$ cat src/rtl/ip_tile_csr_bank_if.sv
// Bus interface for ip_tile_csr_bank.
// Single-cycle request/response bus:
//   bus_req/bus_we/bus_addr/bus_wdata : request, driven by the master
//   bus_gnt                           : acceptance, driven by the slave
//   bus_rvalid/bus_rdata/bus_err      : registered response, driven by the slave
interface ip_tile_csr_bank_if #(
    parameter int ADDR_WIDTH = 4,
    parameter int REG_WIDTH  = 32
);
    logic                  bus_req;
    logic                  bus_we;
    logic [ADDR_WIDTH-1:0] bus_addr;
    logic [REG_WIDTH-1:0]  bus_wdata;
    logic                  bus_gnt;
    logic                  bus_rvalid;
    logic [REG_WIDTH-1:0]  bus_rdata;
    logic                  bus_err;

    modport master (
        output bus_req, bus_we, bus_addr, bus_wdata,
        input  bus_gnt, bus_rvalid, bus_rdata, bus_err
    );

    modport slave (
        input  bus_req, bus_we, bus_addr, bus_wdata,
        output bus_gnt, bus_rvalid, bus_rdata, bus_err
    );
endinterface

$ cat src/rtl/ip_tile_csr_bank.sv
// Register bank in front of the ip_tile_fsm_bitwise_shifter tile.
// Holds the command CSR and the two operands driven into the tile, shadows the
// tile status, and exposes the tile result for reads.
// Ports:
//   clk, arst_n            : clock, asynchronous active-low reset
//   bus                    : slave side of the CSR bus (ip_tile_csr_bank_if)
//   csr_in / csr_in_re     : command CSR to the tile, tile read strobe
//   data_reg_a/data_reg_b  : operands to the tile
//   csr_out / csr_out_we   : status from the tile and its write strobe
//   data_reg_c             : result from the tile (read live)
//   irq                    : set while any of status bits [3:0] is pending
// Map: 0x0 CSR_IN RW, 0x1 CSR_OUT RO (bits [3:0] clear-on-read),
//      0x2 DATA_A RW, 0x3 DATA_B RW, 0x4 DATA_C RO, others unmapped.
module ip_tile_csr_bank #(
    parameter int CSR_IN_WIDTH  = 16,
    parameter int CSR_OUT_WIDTH = 16,
    parameter int REG_WIDTH     = 32,
    parameter int ADDR_WIDTH    = 4
) (
    input  logic                     clk,
    input  logic                     arst_n,
    ip_tile_csr_bank_if.slave        bus,
    output logic [CSR_IN_WIDTH-1:0]  csr_in,
    input  logic                     csr_in_re,
    output logic [REG_WIDTH-1:0]     data_reg_a,
    output logic [REG_WIDTH-1:0]     data_reg_b,
    input  logic [CSR_OUT_WIDTH-1:0] csr_out,
    input  logic                     csr_out_we,
    input  logic [REG_WIDTH-1:0]     data_reg_c,
    output logic                     irq
);

    localparam logic [ADDR_WIDTH-1:0] ADDR_CSR_IN  = ADDR_WIDTH'(0);
    localparam logic [ADDR_WIDTH-1:0] ADDR_CSR_OUT = ADDR_WIDTH'(1);
    localparam logic [ADDR_WIDTH-1:0] ADDR_DATA_A  = ADDR_WIDTH'(2);
    localparam logic [ADDR_WIDTH-1:0] ADDR_DATA_B  = ADDR_WIDTH'(3);
    localparam logic [ADDR_WIDTH-1:0] ADDR_DATA_C  = ADDR_WIDTH'(4);

    // csr_in[15:12] are single-cycle pulses; csr_in[3:0] clear when the tile reads.
    localparam logic [CSR_IN_WIDTH-1:0]  IN_PULSE_MASK = CSR_IN_WIDTH'(16'hF000);
    localparam logic [CSR_IN_WIDTH-1:0]  IN_LOW_MASK   = CSR_IN_WIDTH'(16'h000F);
    localparam logic [CSR_OUT_WIDTH-1:0] OUT_LOW_MASK  = CSR_OUT_WIDTH'(16'h000F);

    logic [CSR_OUT_WIDTH-1:0] csr_out_r;
    logic [CSR_OUT_WIDTH-1:0] csr_out_next;
    logic [CSR_IN_WIDTH-1:0]  csr_in_next;
    logic [REG_WIDTH-1:0]     rd_mux;
    logic                     access_err;
    logic                     wr_ok;
    logic                     rd_ok;

    assign bus.bus_gnt = bus.bus_req;

    // Access decode: read-only targets and unmapped addresses error out and
    // suppress every state update.
    always_comb begin
        access_err = 1'b0;
        if (bus.bus_req) begin
            if (bus.bus_addr > ADDR_DATA_C) begin
                access_err = 1'b1;
            end else if (bus.bus_we &&
                         (bus.bus_addr == ADDR_CSR_OUT || bus.bus_addr == ADDR_DATA_C)) begin
                access_err = 1'b1;
            end
        end
        wr_ok = bus.bus_req &&  bus.bus_we && !access_err;
        rd_ok = bus.bus_req && !bus.bus_we && !access_err;
    end

    always_comb begin
        rd_mux = '0;
        case (bus.bus_addr)
            ADDR_CSR_IN:  rd_mux = REG_WIDTH'(csr_in);
            ADDR_CSR_OUT: rd_mux = REG_WIDTH'(csr_out_r);
            ADDR_DATA_A:  rd_mux = data_reg_a;
            ADDR_DATA_B:  rd_mux = data_reg_b;
            ADDR_DATA_C:  rd_mux = data_reg_c;
            default:      rd_mux = '0;
        endcase
    end

    // Lowest priority first so later assignments override.
    always_comb begin
        csr_in_next = csr_in & ~IN_PULSE_MASK;
        if (csr_in_re) begin
            csr_in_next = csr_in_next & ~IN_LOW_MASK;
        end
        if (wr_ok && bus.bus_addr == ADDR_CSR_IN) begin
            csr_in_next = bus.bus_wdata[CSR_IN_WIDTH-1:0];
        end
    end

    // A tile update on the same cycle as a clearing read is stored in full;
    // the read still returns the pre-update value from csr_out_r.
    always_comb begin
        csr_out_next = csr_out_r;
        if (rd_ok && bus.bus_addr == ADDR_CSR_OUT) begin
            csr_out_next = csr_out_r & ~OUT_LOW_MASK;
        end
        if (csr_out_we) begin
            csr_out_next = csr_out;
        end
    end

    always_ff @(posedge clk or negedge arst_n) begin
        if (!arst_n) begin
            csr_in         <= '0;
            data_reg_a     <= '0;
            data_reg_b     <= '0;
            csr_out_r      <= '0;
            irq            <= 1'b0;
            bus.bus_rvalid <= 1'b0;
            bus.bus_rdata  <= '0;
            bus.bus_err    <= 1'b0;
        end else begin
            csr_in    <= csr_in_next;
            csr_out_r <= csr_out_next;
            irq       <= |csr_out_next[3:0];
            if (wr_ok && bus.bus_addr == ADDR_DATA_A) begin
                data_reg_a <= bus.bus_wdata;
            end
            if (wr_ok && bus.bus_addr == ADDR_DATA_B) begin
                data_reg_b <= bus.bus_wdata;
            end
            bus.bus_rvalid <= bus.bus_req;
            bus.bus_err    <= access_err;
            bus.bus_rdata  <= rd_ok ? rd_mux : '0;
        end
    end

endmodule

$ cat src/flat_wrapper.sv
// flat-port wrapper written by rule: the top's interface ports become plain ports
module ip_tile_csr_bank_flat 
#(
    parameter int CSR_IN_WIDTH  = 16,
    parameter int CSR_OUT_WIDTH = 16,
    parameter int REG_WIDTH     = 32,
    parameter int ADDR_WIDTH    = 4
)
  (clk, arst_n, csr_in, csr_in_re, data_reg_a, data_reg_b, csr_out, csr_out_we, data_reg_c, irq, bus_bus_req, bus_bus_we, bus_bus_addr, bus_bus_wdata, bus_bus_gnt, bus_bus_rvalid, bus_bus_rdata, bus_bus_err);
  ip_tile_csr_bank_if #(.ADDR_WIDTH(ADDR_WIDTH), .REG_WIDTH(REG_WIDTH)) bus_i ();
  input  logic clk;
  input  logic arst_n;
  output logic [CSR_IN_WIDTH-1:0] csr_in;
  input  logic csr_in_re;
  output logic [REG_WIDTH-1:0] data_reg_a;
  output logic [REG_WIDTH-1:0] data_reg_b;
  input  logic [CSR_OUT_WIDTH-1:0] csr_out;
  input  logic csr_out_we;
  input  logic [REG_WIDTH-1:0] data_reg_c;
  output logic irq;
  input wire logic [$bits(bus_i.bus_req)-1:0] bus_bus_req;
  input wire logic [$bits(bus_i.bus_we)-1:0] bus_bus_we;
  input wire logic [$bits(bus_i.bus_addr)-1:0] bus_bus_addr;
  input wire logic [$bits(bus_i.bus_wdata)-1:0] bus_bus_wdata;
  output wire logic [$bits(bus_i.bus_gnt)-1:0] bus_bus_gnt;
  output wire logic [$bits(bus_i.bus_rvalid)-1:0] bus_bus_rvalid;
  output wire logic [$bits(bus_i.bus_rdata)-1:0] bus_bus_rdata;
  output wire logic [$bits(bus_i.bus_err)-1:0] bus_bus_err;
  assign bus_i.bus_req = bus_bus_req;
  assign bus_i.bus_we = bus_bus_we;
  assign bus_i.bus_addr = bus_bus_addr;
  assign bus_i.bus_wdata = bus_bus_wdata;
  assign bus_bus_gnt = bus_i.bus_gnt;
  assign bus_bus_rvalid = bus_i.bus_rvalid;
  assign bus_bus_rdata = bus_i.bus_rdata;
  assign bus_bus_err = bus_i.bus_err;
  ip_tile_csr_bank #(.CSR_IN_WIDTH(CSR_IN_WIDTH), .CSR_OUT_WIDTH(CSR_OUT_WIDTH), .REG_WIDTH(REG_WIDTH), .ADDR_WIDTH(ADDR_WIDTH)) u_core (.clk(clk), .arst_n(arst_n), .bus(bus_i), .csr_in(csr_in), .csr_in_re(csr_in_re), .data_reg_a(data_reg_a), .data_reg_b(data_reg_b), .csr_out(csr_out), .csr_out_we(csr_out_we), .data_reg_c(data_reg_c), .irq(irq));
endmodule
$ cat config.mk
export PLATFORM = sky130hd
export DESIGN_NAME = ip_tile_csr_bank_flat
export DESIGN_NICKNAME = d
export VERILOG_FILES = /design/src/rtl/ip_tile_csr_bank_if.sv /design/src/rtl/ip_tile_csr_bank.sv /design/src/flat_wrapper.sv
export SDC_FILE = /design/constraint.sdc
export NUM_CORES = 1
export LEC_CHECK = 0
export ABC_AREA = 1
export ABC_CLOCK_PERIOD_IN_PS = 2570
export CORE_ASPECT_RATIO = 1.4
export CORE_MARGIN = 2
export CORE_UTILIZATION = 45
export CTS_CLUSTER_DIAMETER = 50
export DETAILED_ROUTE_END_ITERATION = 10
export HOLD_SLACK_MARGIN = 0.03
export PLACE_DENSITY = 0.84
export SETUP_SLACK_MARGIN = 0.2
export SYNTH_ARGS = -nofsm -noshare
export SYNTH_HDL_FRONTEND = slang
export SYNTH_SLANG_ARGS = --single-unit
$ cat constraint.sdc
create_clock -name clk -period 2.57 [get_ports clk]
set_clock_uncertainty 0.15 [all_clocks]
set_input_delay 0.6425 -clock clk [delete_from_list [all_inputs] [get_ports clk]]
set_output_delay 0.6425 -clock clk [all_outputs]
set_load 0.05 [all_outputs]
==> implementation parameters <==
Parameter                              Value

Outcome
  Status ... finished clean

Synthesis
  Net count after synthesis ... between 800 and 900
  Post-Synthesis Mean Instance Area ... 7.95 um2
  Sequential area share after synthesis ... 0.552
  Syn Inst Count ... approximately 750
  Number of synthesized register bits ... approximately 130
  Most area-consuming cells after synthesis ... sky130_fd_sc_hd__dfrtp_1, sky130_fd_sc_hd__nand2_1, sky130_fd_sc_hd__nand4_1, sky130_fd_sc_hd__nand3_1, sky130_fd_sc_hd__nor2_1
  Post-synthesis cell type count ... 20
  Number of warnings issued by yosys ... 0
  Combined area of all synthesized cells ... between 0.005 and 0.006 mm2
  Top-area cell type share of the netlist area ... 0.552
  Cell type contributing the most total cell area after synthesis ... sky130_fd_sc_hd__dfrtp_1

Layout
  Layout overhead on the synthesized area ... 47.6%
  Net count reported at finish ... ~1,000
  Final design instance area without fill ... just under 0.009 mm2
  Filler cells ... ~1,000
  Multi-input logic area ... around 0.0023 mm2
  Register cell area after layout ... 0.00328 mm2
  Finished Layout Cells ... 1,111
  Proportion of layout cells with a drive suffix above 1 ... 0.0762
  Antenna cells ... 0

Floorplanning
  Overall die height ... 140 um
  Std cell rows ... 49
  Area of the core ... 0.0129 mm2
  Starting utilization of the core area ... 0.462
  Number of I/O pins ... 206
  Area enclosed by the die boundary ... ~0.014 mm2
  Die Width ... about 100 um

Clocking
  Count of buffers added by post-CTS timing repair for setup ... 0
  Sinks on Clock Net ... between 100 and 150
  Insertion delay of the later-clocked pin in the worst-skew pair ... ~0.4 ns
  Clock buffer count from CTS ... 17
  Clock tree buffer depth ... 2
  Library cell used as clock root buffer ... sky130_fd_sc_hd__clkbuf_16
  Number of levels in the clock H-tree ... 4
  Clock edge transition at the registers on the reported setup and hold paths ... 0.06 ns
  TritonCTS clock tree ... yes

Route
  Post-route DRC violation count ... 0
  First drt pass iteration count ... 5
  Number of nets with antenna violations after detailed routing ... 0
  Total via count after detailed routing ... between 5,000 and 6,000
  Via count normalized by instance count ... 5.37
  Iteration-0 DRC count of the detailed router ... 470
  Routed wire length ... about 18,000 um
  Wire length per cell after detailed routing ... approximately 17 um

Setup path
  Critical path class ... reg -> out
  Slowest-stage cell, CP ... sky130_fd_sc_hd__clkdlybuf4s50_1
  Bufs and invs on worst path ... 1
  Maximum net fanout on the critical path ... 1
  Critical path data required time ... roughly 1.8 ns
  CP Data Arrival Time ... about 1.6 ns
  Worst path max stage delay ... 0.80 ns
  Series of cell instances along the critical path ... clkdlybuf4s50_1
  Depth of the worst register-to-register path ... 4
  Endpoint type of the worst setup path ... primary output
  Critical path depth in cells ... 1
  Nature of the critical path startpoint ... flop
  Cell family with the largest share of critical-path delay ... buffers and inverters

Placement
  Number of placed cells counting well taps ... 1,081
  Post-place instance area ... 0.00827 mm2
  Gpl congestion ... 0.837
  Total of buffers placed on input and output ports ... between 200 and 250
  Detailed placer's ending HPWL ... approximately 13,000 um

Global route
  Via count of the first global-routing pass ... between 5,000 and 6,000
  Grt ovf ... 0
  Global-route usage over all layers ... 0.266
  Wire length of the first global-routing pass ... between 20,000 and 30,000 um
  Maximum number of pins on one net before global-route repair ... 61
  Number of antenna violations at the first check in global routing ... 0

Timing
  Minimum clock period ... roughly 2.3 ns
  Slew at the pin closest to its max-slew limit ... a little under 0.6 ns
  Post-route clock period utilization ... 0.913
  Fmax ... about 430 MHz
  Hold violation count in the final report ... 0
  Fin. max-slew vios ... 0
  Accumulated negative setup slack ... 0 ns
  Total of endpoints with negative setup slack in the final report ... 0
  Relative slew slack ... 0.614
  RSZ-0062 raised after global routing ... false

Hold path
  Class of the most critical hold timing path ... in -> async

Power
  Power per cell area ... 680 mW/mm2
  Maximum vdd ir drop ... 409 uV
  Leakage Power ... between 4 and 5 nW
  Total power consumption of the routed design ... 5.96 mW

Job
  Count of max-cap constraint violations ... 0
## worst reg2reg max path: stages (launching register included)
cell                      delay [ns]
sky130_fd_sc_hd__dfrtp_1        0.40
sky130_fd_sc_hd__inv_1          0.05
sky130_fd_sc_hd__o21ai_0        0.24
sky130_fd_sc_hd__nor2_1         0.09
sky130_fd_sc_hd__nor2_1         0.09
## power by group
| part | total [mW] | switching [mW] | internal [mW] | leakage, nW |
|---|---|---|---|---|
| clock | 2.36 | 0.865 | 1.50 | 0.285 |
| combinational | 1.24 | 0.861 | 0.379 | 2.83 |
| sequential | 2.35 | 0.130 | 2.22 | 1.76 |
| total | 5.96 | 1.86 | 4.10 | 4.88 |
## cell usage after synthesis (all sizes together)
| cell | count |
|---|---|
| a21oi | 1 |
| nor3 | 1 |
| buf | 35 |
| nand3 | 42 |
| nor2 | 48 |
| nand2 | 342 |
| o21ai | 17 |
| nand4 | 68 |
| dfrtp | 131 |
| inv | 50 |
| clkbuf | 12 |
## logic make-up (layout without fill, tap and decap cells)
kind of cell           count (synthesis)  in the layout  synth area share
AOI/OAI and AO/OA                     18             18            0.0152
buffers and inverters                 97            308            0.0714
DFF                                  131            131             0.552
and+or+nand+nor                      501            501             0.362
## cells in the final DEF (no fill, tap or decap), types with 2 or more instances in the layout
master	n
sky130_fd_sc_hd__dfrtp_1	131
sky130_fd_sc_hd__clkdlybuf4s50_1	114
sky130_fd_sc_hd__nand4_1	67
sky130_fd_sc_hd__clkbuf_16	17
sky130_fd_sc_hd__nor2_1	43
sky130_fd_sc_hd__o21ai_0	4
sky130_fd_sc_hd__inv_2	9
sky130_fd_sc_hd__nand3_1	41
sky130_fd_sc_hd__bufinv_16	3
sky130_fd_sc_hd__dlymetal6s2s_1	10
sky130_fd_sc_hd__dlygate4sd2_1	79
sky130_fd_sc_hd__buf_12	11
sky130_fd_sc_hd__inv_1	41
sky130_fd_sc_hd__nand2_1	341
sky130_fd_sc_hd__o21ai_1	13
sky130_fd_sc_hd__buf_4	13
sky130_fd_sc_hd__nor2_4	2
sky130_fd_sc_hd__nor2_2	3
sky130_fd_sc_hd__clkinv_2	7
## timing repair
item                       in CTS  in global routing
gates resized for setup        79                 10
gates cloned                    0                  0
hold buffers                    0                  0
setup endpoints to repair      79                 10
## metrics by stage
stage | setup WS, ns | utilization | hold WS, ns
floorplan | 0.790 | - | 0.197
global placement | 0.167 | 0.642 | 0.305
CTS | 0.201 | 0.679 | 0.0738
finish | 0.224 | 0.681 | 0.0514
global route | 0.202 | 0.681 | 0.0873
detailed placement | 0.112 | 0.642 | 0.309
## metal layers
layer / vias to the layer above / wire length, um / track usage
met5: - / 0 / 0
met4: 0 / 718 / 0.127
met3: 49 / 1410 / 0.0584
met2: 306 / 9520 / 0.459
met1: 2834 / 6830 / 0.310
li1: 2772 / - / -
## path summary, 6_finish.rpt
check	startpoint	end	slack (ns)
max	u_core.bus.bus_rdata[24]	bus_bus_rdata[24]	0.22
min	arst_n	u_core.bus.bus_rvalid	0.05
max reg2reg	u_core.data_reg_b[2]	u_core.bus.bus_rdata[2]	1.48
min reg2reg	u_core.csr_out_r[7]	u_core.csr_out_r[7]	0.32
max in group asynchronous	arst_n	u_core.bus.bus_rdata[1]	1.56
min in group clk	u_core.csr_out_r[7]	u_core.csr_out_r[7]	0.32
## area by class of cell
| class | instances | share of cell area |
|---|---|---|
| Sequential cell | 131 | 0.374 |
| Timing Repair Buffer | 228 | 0.261 |
| Multi-Input combinational cell | 519 | 0.257 |
| Clock buffer | 18 | 0.0489 |
| Tap cell | 153 | 0.0218 |
| Inverter | 50 | 0.0214 |
| Clock inverter | 12 | 0.0161 |
## registers in the layout, indices dropped and copies added (netlist names)
| register | flops |
|---|---|
| u_core.bus.bus_rdata | 32 |
| u_core.data_reg_a | 32 |
| u_core.data_reg_b | 32 |
| u_core.csr_in | 16 |
| u_core.csr_out_r | 16 |
| u_core.bus.bus_err | 1 |
| u_core.bus.bus_rvalid | 1 |
| u_core.irq | 1 |
(Power assumes the default switching activity.)
